===== src/rtl/pc_sequencer_if.sv =====
// Control bundle between a fetch front-end and the PC sequencer: redirect/trap/stack
// requests in, registered PC, stack status and one-cycle event pulses out.
interface pc_sequencer_if #(
    parameter int XLEN = 32
);
    logic            stall;
    logic            redirect_valid;
    logic [XLEN-1:0] redirect_target;
    logic            trap;
    logic            ras_push;
    logic            ras_pop;
    logic [XLEN-1:0] pc;
    logic [XLEN-1:0] pc_plus;
    logic            ras_empty;
    logic            ras_full;
    logic            misaligned;
    logic            ras_underflow;

    modport master (
        output stall, redirect_valid, redirect_target, trap, ras_push, ras_pop,
        input  pc, pc_plus, ras_empty, ras_full, misaligned, ras_underflow
    );

    modport slave (
        input  stall, redirect_valid, redirect_target, trap, ras_push, ras_pop,
        output pc, pc_plus, ras_empty, ras_full, misaligned, ras_underflow
    );
endinterface


===== src/rtl/pc_sequencer.sv =====
// PC sequencer: trap > redirect > stall > return-pop > increment, with a circular return-address stack.
// Latency: controls land on pc one edge later; backpressure: stall holds pc and freezes the stack.
module pc_sequencer #(
    parameter int              XLEN         = 32,
    parameter int              INC          = 4,
    parameter logic [XLEN-1:0] RESET_VECTOR = 32'h0000_0000,
    parameter logic [XLEN-1:0] TRAP_VECTOR  = 32'h0000_0100,
    parameter int              RAS_DEPTH    = 4
) (
    input logic           clk,
    input logic           rst,
    pc_sequencer_if.slave bus
);
    localparam int              PTR_W   = $clog2(RAS_DEPTH);
    localparam int              CNT_W   = PTR_W + 1;
    localparam logic [CNT_W-1:0] CNT_MAX = CNT_W'(RAS_DEPTH);

    logic [XLEN-1:0]  pc_q;
    logic [XLEN-1:0]  pc_nxt;
    logic [XLEN-1:0]  pc_plus;
    logic [XLEN-1:0]  ras_top;
    logic [XLEN-1:0]  ras_mem [RAS_DEPTH];
    logic [PTR_W-1:0] top_ptr;
    logic [PTR_W-1:0] wr_idx;
    logic [CNT_W-1:0] count;
    logic             misaligned_q;
    logic             underflow_q;
    logic             seq_en;
    logic             redir_bad;
    logic             do_push;
    logic             do_pop;
    logic             pop_empty;

    assign pc_plus   = pc_q + XLEN'(INC);
    assign ras_top   = ras_mem[top_ptr];
    assign seq_en    = !bus.trap && !bus.redirect_valid && !bus.stall;
    assign redir_bad = bus.redirect_valid && (bus.redirect_target[1:0] != 2'b00);
    assign do_pop    = seq_en && bus.ras_pop && (count != '0);
    assign pop_empty = seq_en && bus.ras_pop && (count == '0);
    assign do_push   = seq_en && bus.ras_push;
    // A push that coincides with a real pop replaces the top in place; otherwise it goes above it.
    assign wr_idx    = do_pop ? top_ptr : top_ptr + 1'b1;

    always_comb begin
        if (bus.trap || redir_bad) begin
            pc_nxt = TRAP_VECTOR;
        end else if (bus.redirect_valid) begin
            pc_nxt = bus.redirect_target;
        end else if (bus.stall) begin
            pc_nxt = pc_q;
        end else if (do_pop) begin
            pc_nxt = ras_top;
        end else begin
            pc_nxt = pc_plus;
        end
    end

    always_ff @(posedge clk or negedge rst) begin
        if (!rst) begin
            pc_q         <= RESET_VECTOR;
            top_ptr      <= '0;
            count        <= '0;
            misaligned_q <= 1'b0;
            underflow_q  <= 1'b0;
        end else begin
            pc_q         <= pc_nxt;
            misaligned_q <= !bus.trap && redir_bad;
            underflow_q  <= pop_empty;
            // Pointer wraps naturally, so a push on a full stack overwrites the oldest entry.
            if (do_push && !do_pop) begin
                top_ptr <= top_ptr + 1'b1;
                if (count != CNT_MAX) begin
                    count <= count + 1'b1;
                end
            end else if (do_pop && !do_push) begin
                top_ptr <= top_ptr - 1'b1;
                count   <= count - 1'b1;
            end
        end
    end

    always_ff @(posedge clk) begin
        if (do_push) begin
            ras_mem[wr_idx] <= pc_plus;
        end
    end

    assign bus.pc            = pc_q;
    assign bus.pc_plus       = pc_plus;
    assign bus.ras_empty     = (count == '0);
    assign bus.ras_full      = (count == CNT_MAX);
    assign bus.misaligned    = misaligned_q;
    assign bus.ras_underflow = underflow_q;
endmodule


===== src/flat_wrapper.sv =====
// flat-port wrapper written by rule: the top's interface ports become plain ports
module pc_sequencer_flat 
#(
    parameter int              XLEN         = 32,
    parameter int              INC          = 4,
    parameter logic [XLEN-1:0] RESET_VECTOR = 32'h0000_0000,
    parameter logic [XLEN-1:0] TRAP_VECTOR  = 32'h0000_0100,
    parameter int              RAS_DEPTH    = 4
)
  (clk, rst, bus_stall, bus_redirect_valid, bus_redirect_target, bus_trap, bus_ras_push, bus_ras_pop, bus_pc, bus_pc_plus, bus_ras_empty, bus_ras_full, bus_misaligned, bus_ras_underflow);
  pc_sequencer_if #(.XLEN(XLEN)) bus_i ();
  input logic clk;
  input logic rst;
  input wire logic [$bits(bus_i.stall)-1:0] bus_stall;
  input wire logic [$bits(bus_i.redirect_valid)-1:0] bus_redirect_valid;
  input wire logic [$bits(bus_i.redirect_target)-1:0] bus_redirect_target;
  input wire logic [$bits(bus_i.trap)-1:0] bus_trap;
  input wire logic [$bits(bus_i.ras_push)-1:0] bus_ras_push;
  input wire logic [$bits(bus_i.ras_pop)-1:0] bus_ras_pop;
  output wire logic [$bits(bus_i.pc)-1:0] bus_pc;
  output wire logic [$bits(bus_i.pc_plus)-1:0] bus_pc_plus;
  output wire logic [$bits(bus_i.ras_empty)-1:0] bus_ras_empty;
  output wire logic [$bits(bus_i.ras_full)-1:0] bus_ras_full;
  output wire logic [$bits(bus_i.misaligned)-1:0] bus_misaligned;
  output wire logic [$bits(bus_i.ras_underflow)-1:0] bus_ras_underflow;
  assign bus_i.stall = bus_stall;
  assign bus_i.redirect_valid = bus_redirect_valid;
  assign bus_i.redirect_target = bus_redirect_target;
  assign bus_i.trap = bus_trap;
  assign bus_i.ras_push = bus_ras_push;
  assign bus_i.ras_pop = bus_ras_pop;
  assign bus_pc = bus_i.pc;
  assign bus_pc_plus = bus_i.pc_plus;
  assign bus_ras_empty = bus_i.ras_empty;
  assign bus_ras_full = bus_i.ras_full;
  assign bus_misaligned = bus_i.misaligned;
  assign bus_ras_underflow = bus_i.ras_underflow;
  pc_sequencer #(.XLEN(XLEN), .INC(INC), .RESET_VECTOR(RESET_VECTOR), .TRAP_VECTOR(TRAP_VECTOR), .RAS_DEPTH(RAS_DEPTH)) u_core (.clk(clk), .rst(rst), .bus(bus_i));
endmodule

===== config.mk =====
export PLATFORM = sky130hd
export DESIGN_NAME = pc_sequencer_flat
export DESIGN_NICKNAME = d
export VERILOG_FILES = /design/src/rtl/pc_sequencer_if.sv /design/src/rtl/pc_sequencer.sv /design/src/flat_wrapper.sv
export SDC_FILE = /design/constraint.sdc
export NUM_CORES = 1
export LEC_CHECK = 0
export ABC_AREA = 1
export BUFFER_PORTS_ARGS = -buffer_cell sky130_fd_sc_hd__buf_4
export CORE_MARGIN = 2
export CORE_UTILIZATION = 25
export CTS_BUF_LIST = sky130_fd_sc_hd__clkbuf_4 sky130_fd_sc_hd__clkbuf_8
export CTS_CLUSTER_SIZE = 20
export DETAILED_ROUTE_END_ITERATION = 12
export REMOVE_ABC_BUFFERS = 1
export SYNTH_ARGS = -nofsm -noshare
export SYNTH_HDL_FRONTEND = slang
export SYNTH_SLANG_ARGS = --single-unit

===== constraint.sdc =====
create_clock -name clk -period 3.4 [get_ports clk]
set_input_delay 0.68 -clock clk [delete_from_list [all_inputs] [get_ports clk]]
set_output_delay 0.68 -clock clk [all_outputs]
set_load 0.005 [all_outputs]

Word level (Yosys, flattened, before mapping)
Memory sizes are Yosys's and may differ from the RTL's.
Cells that the tools add are included.
Widths: inputs -> output; s select.
{"block": "totals", "reg_bits": 39, "mem_bits_rw": 128, "inputBits": 39, "out_inout_bits": 68, "wordCells": 48, "memories": 1}
{"name": "u_core.ras_mem", "depth": 4, "width": 32, "read_ports": 1, "rd_ports_with_merged_regs": 0, "wr": 1, "line": "pc_sequencer.sv:22", "text": "logic [XLEN-1:0] ras_mem [RAS_DEPTH];"}
{"block": "op_classes", "addsub": 5, "eq_ne": 4, "n_mux": 12, "n_reduce_logical": 21}
{"op": "$mux 32", "count": 4}
{"op": "$add 32x3->32 const B", "count": 1}
{"op": "$logic_and 1x1->1", "count": 10}
{"op": "$mux 3", "count": 3}
{"op": "$mux 2", "count": 3}
{"op": "$logic_not 1->1", "count": 5}
{"op": "$reduce_bool 2->1", "count": 2}
{"op": "$add 3x1->3 const B", "count": 1}
{"op": "$eq 3x3->1 const B", "count": 1}
{"op": "$logic_not 3->1", "count": 1}
{"op": "$ne 3x1->1 const B", "count": 1}
{"op": "$ne 3x3->1 const B", "count": 1}
{"op": "$reduce_bool 3->1", "count": 1}
{"op": "$sub 3x1->3 const B", "count": 1}
{"op": "$add 2x1->2 const B", "count": 1}
{"op": "$mux 1", "count": 2}
{"op": "$ne 2x2->1 const B", "count": 1}
{"op": "$reduce_and 2->1", "count": 1}
{"op": "$sub 2x1->2 const B", "count": 1}
{"op": "$logic_or 1x1->1", "count": 1}

Longest topological paths before layout
{"block": "depth", "word_depth": 9, "ltp_mapped": 12, "ltp_nobuf": 12}

Worst setup path after synthesis
OpenSTA, ideal clock, no wires.
{"block": "synth_timing", "kind": "in2reg", "start": "input port bus_redirect_valid", "end": "memory u_core.ras_mem[1][0], enable pin", "setup_time_ps": 421, "arrival_ps": 2888, "required_ps": 2979, "setup_slack_ps": 91, "stages": 6, "n_path_buf": 0, "path_cell_list": "nor2_4 -> nand3_2 -> nor2_4 -> xor2_1 -> or2_2 -> nor2_1"}
{"block": "synth_between", "elab_chain_len": 6, "elab_cells_between_ends": 9, "cone_classes": "3 x mux; 6 x reduce/logical"}
{"element": "start: declaration", "line": "flat_wrapper.sv:15", "text": "input wire logic [$bits(bus_i.redirect_valid)-1:0] bus_redirect_valid;"}
{"element": "$logic_not 1->1 (*)", "line": "pc_sequencer.sv:36", "text": "assign seq_en = !bus.trap && !bus.redirect_valid && !bus.stall;"}
{"element": "$logic_and 1x1->1 (*) (2 in series)", "line": "pc_sequencer.sv:36"}
{"element": "$logic_and 1x1->1, on equally long branches", "line": "pc_sequencer.sv:40, pc_sequencer.sv:38"}
{"element": "$mux 1 or $logic_and 1x1->1 (tied branches)", "line": "pc_sequencer.sv:83, pc_sequencer.sv:38"}
{"element": "$mux 1 (implied by the code) or $mux 2 (tied branches)", "line": "pc_sequencer.sv:84, pc_sequencer.sv:42"}
{"element": "end: declaration", "line": "pc_sequencer.sv:22"}
Mark *: on every way between the ends. The rest lies on a longest branch, timed or not.

Worst setup path in the final report
{"block": "layout_timing", "start": "register u_core.pc_q[3], in the netlist u_core.bus.pc[3]", "end": "output port bus_pc_plus[20]"}
{"block": "layout_between", "elab_chain_len": 1}
{"element": "start: declaration", "line": "pc_sequencer.sv:18", "text": "logic [XLEN-1:0] pc_q;"}
{"element": "start signal: assignment", "line": "pc_sequencer.sv:66", "text": "pc_q <= pc_nxt;"}
{"element": "$add 32x3->32", "line": "pc_sequencer.sv:34", "text": "assign pc_plus = pc_q + XLEN'(INC);"}
{"element": "end: declaration", "line": "flat_wrapper.sv:21", "text": "output wire logic [$bits(bus_i.pc_plus)-1:0] bus_pc_plus;"}
No other way between the ends.

==> results by group <==
Setup path
  – Setup CP Type: flop to output pin
  – Max incr delay on CP: 0.41 ns
  – CP arrival: 2.26 ns
  – Crit path buf inv count: 3
  – Cell breakdown of the critical path: ha_1 -> nand3_2 -> nor2_2 -> inv_2 -> nor2_4 -> nand2_1 -> nand2_1 -> nand2_1 -> inv_1 -> buf_4
  – Top delay family on crit path: simple AND/OR/NAND/NOR gates
  – Setup crit start kind: flop
  – Critical path data required time: 2.72 ns
  – Worst-path maximum fanout: 7
  – Slowest cell on crit path: dfrtp_1
  – CP most frequent cell: nand2_1
  – Crit. End Element: output pin

STA
  – Final TNS setup: 0 ns
  – Max_slew headroom: 51.3%
  – Final min period: 2.94 ns
  – Max-slew violations: 0
  – Worst slew pin tran: 0.726 ns
  – Final hold violation count: 0
  – Final setup violation count: 0
  – Hold slack: 0.212 ns
  – RSZ-0062 raised after global routing: false
  – Final Skew: 0.0176 ns
  – Max Freq: 0.340 GHz
  – Tcrit/Tclk final: 86.5%

Die
  – Rows: 64
  – Die Span X: 181 um
  – Total core area: 30700 um2
  – IO Pins: 107
  – Starting density of the core: 25.5%
  – Area of the die: 32800 um2
  – Die height: 181 um

Layout
  – Commonest non-fill, non-tap cells in the layout: nand2_1 (218), edfxtp_1 (128), buf_4 (117), nor2_1 (109), o21ai_0 (70)
  – Core Util, Final: 31.0%
  – Fin area: 9520 um2
  – Area occupied by multi-input gates: 2650 um2
  – Share of cells above drive strength 1: 19.3%
  – Register area: 4820 um2
  – Synth-to-Final Area Change: 21.4%
  – Layout fillers: 3207
  – Most common library cell in the layout ignoring fill and taps: nand2_1
  – NumNets Final: 967
  – # diodes: 0

Detailed routing
  – Via density per instance: 4.50
  – Iter 0 DRT Violations: 582
  – Vias: 5992
  – Drt first pass iters: 5
  – Wirelength per Cell: 16.6 um
  – DRC viols: 0
  – Antenna viol nets, final: 0
  – Post-Route WL: 22.2 mm

Synth
  – Syn Area/Cell: 9.60 um2
  – Synth top area share: 49.0%
  – Main area contributors after synthesis: edfxtp_1 (49%), dfrtp_1 (12%), nand2_1 (10%)
  – Yosys warns: 0
  – Synth Cell Area: 7850 um2
  – Register bit count reported by yosys: 167
  – Gate Count Post-Synth: 817
  – Register area share after synthesis: 61.4%
  – Synth area leader: edfxtp_1
  – Post-synth cell types: 35

GRT
  – Grt total ovfl: 0
  – Gr usage total: 13.7%
  – Largest net degree at the start of global routing: 58
  – Initial antenna violation count: 0
  – First-pass GRT wire length: 34.2 mm
  – Number of global-route vias before repair: 5835

CTS
  – # clock sinks: 167
  – Inserted Clock Buffers: 17
  – Post-CTS Setup Bufs: 0
  – Clk root buf: clkbuf_8
  – Clock Tree Buf Depth: 2
  – CTS resizes: 0
  – CTS tree: built
  – # H-tree levels: 4
  – Cts hold-fix bufs: 0
  – Clock Latency Late Sink: 0.45 ns
  – Worst-path clk slew: 0.09 ns

Placement
  – Post-DP HPWL: 15.5 mm
  – Post-DP Area: 9130 um2
  – Port Buffers: 106
  – Final GP Congestion: 0.854

Pwr
  – Pwr per Cell Area: 549 nW/um2
  – IR drop worst, VDD: 0.278 mV
  – Cell leakage power: 0.00384 uW

Status
  – Status: complete, no violations

Min path
  – Worst min path class: input pin to asynchronous set/reset pin

Flow run
  – Max Cap Violations: 0
-- worst register-to-register path: stages, from the launching register on --
cell and delay, ns:
dfrtp_2 0.63, inv_2 0.07, nand2_1 0.18, nand2_1 0.17, o21ai_0 0.50, nand2_1 0.13
nor2_2 0.21, buf_12 0.25
-- report_power, final --
group	internal [uW]	switching, uW
sequential	2320	131
combinational	450	899
clock	678	756
-- metrics by stage --
step / total power [uW] / instances / setup WS, ns
6_report: 5230 / 1332 / 0.459
5_1_grt: 5530 / 1332 / 0.238
4_1_cts: 5270 / 1332 / 0.422
3_5_place_dp: 3850 / 1300 / 0.764
3_3_place_gp: 3850 / 1300 / 0.758
2_1_floorplan: 3260 / 784 / -0.885
-- routing by layer --
layer  vias to the layer above  global-route usage, %  share of wire, %
li1                       2955                      -                 -
met2                       154                   24.2                51
met1                      2869                   16.7                43
met4                         0                   4.20               1.2
met5                         -                      0                 0
met3                        14                   2.78               4.6
-- worst paths after layout --
check,from,to,slack (ns),cells after the start
max,u_core.bus.pc[3]$_DFFE_PN0P_,bus_pc_plus[20],0.46,10
min,rst,u_core.bus.pc[3]$_DFFE_PN0P_,0.21,1
max reg2reg,u_core.top_ptr[0]$_DFFE_PN0P_,u_core.ras_mem[0][9]$_DFFE_PP_,0.93,7
min reg2reg,u_core.count[2]$_DFFE_PN0P_,u_core.count[2]$_DFFE_PN0P_,0.48,1
max in group asynchronous,rst,u_core.top_ptr[0]$_DFFE_PN0P_,2.79,1
min in group clk,bus_trap,u_core.bus.misaligned$_DFF_PN0_,0.42,2
-- cells in the mapped netlist (all sizes together) --
cell and number:
o21bai 2, o211ai 6, o21ai 76, nor3 9, and3 1, a31oi 11, inv 58, nand3b 1
o22ai 11, xor2 15, xnor2 3, and2 3, dfrtp 39, or2 1, nor2 122, a22oi 2
ha 5, buf 19, edfxtp 128, nand2 221, a21oi 14, nand4 4, clkinv 2, clkbuf 14
nand3 49, o221ai 1
-- kinds of logic after synthesis --
kind of cell | count (synthesis) | share of synthesized area (%)
buf+inv | 93 | 4.99
simple gates | 411 | 22.2
compound gates | 123 | 8.56
xor+xnor | 18 | 2.01
flops | 167 | 61.4
fa+ha+maj | 5 | 0.797
-- flip-flops by register name (all words and copies together), names as in the netlist --
name and cells:
u_core.ras_mem 128, u_core.bus.pc 32, u_core.count 3, u_core.top_ptr 2
u_core.bus.misaligned 1, u_core.bus.ras_underflow 1
-- area by class of cell --
class	count	area share, %
repair buffers	120	9.85
inverters	60	2.36
clock inverters	13	1.54
well taps	396	5.20
multi-input cells	557	27.8
flip-flops and latches	167	50.6
clock buffers	19	2.61
Note: power is estimated with default switching activity, not from simulation.
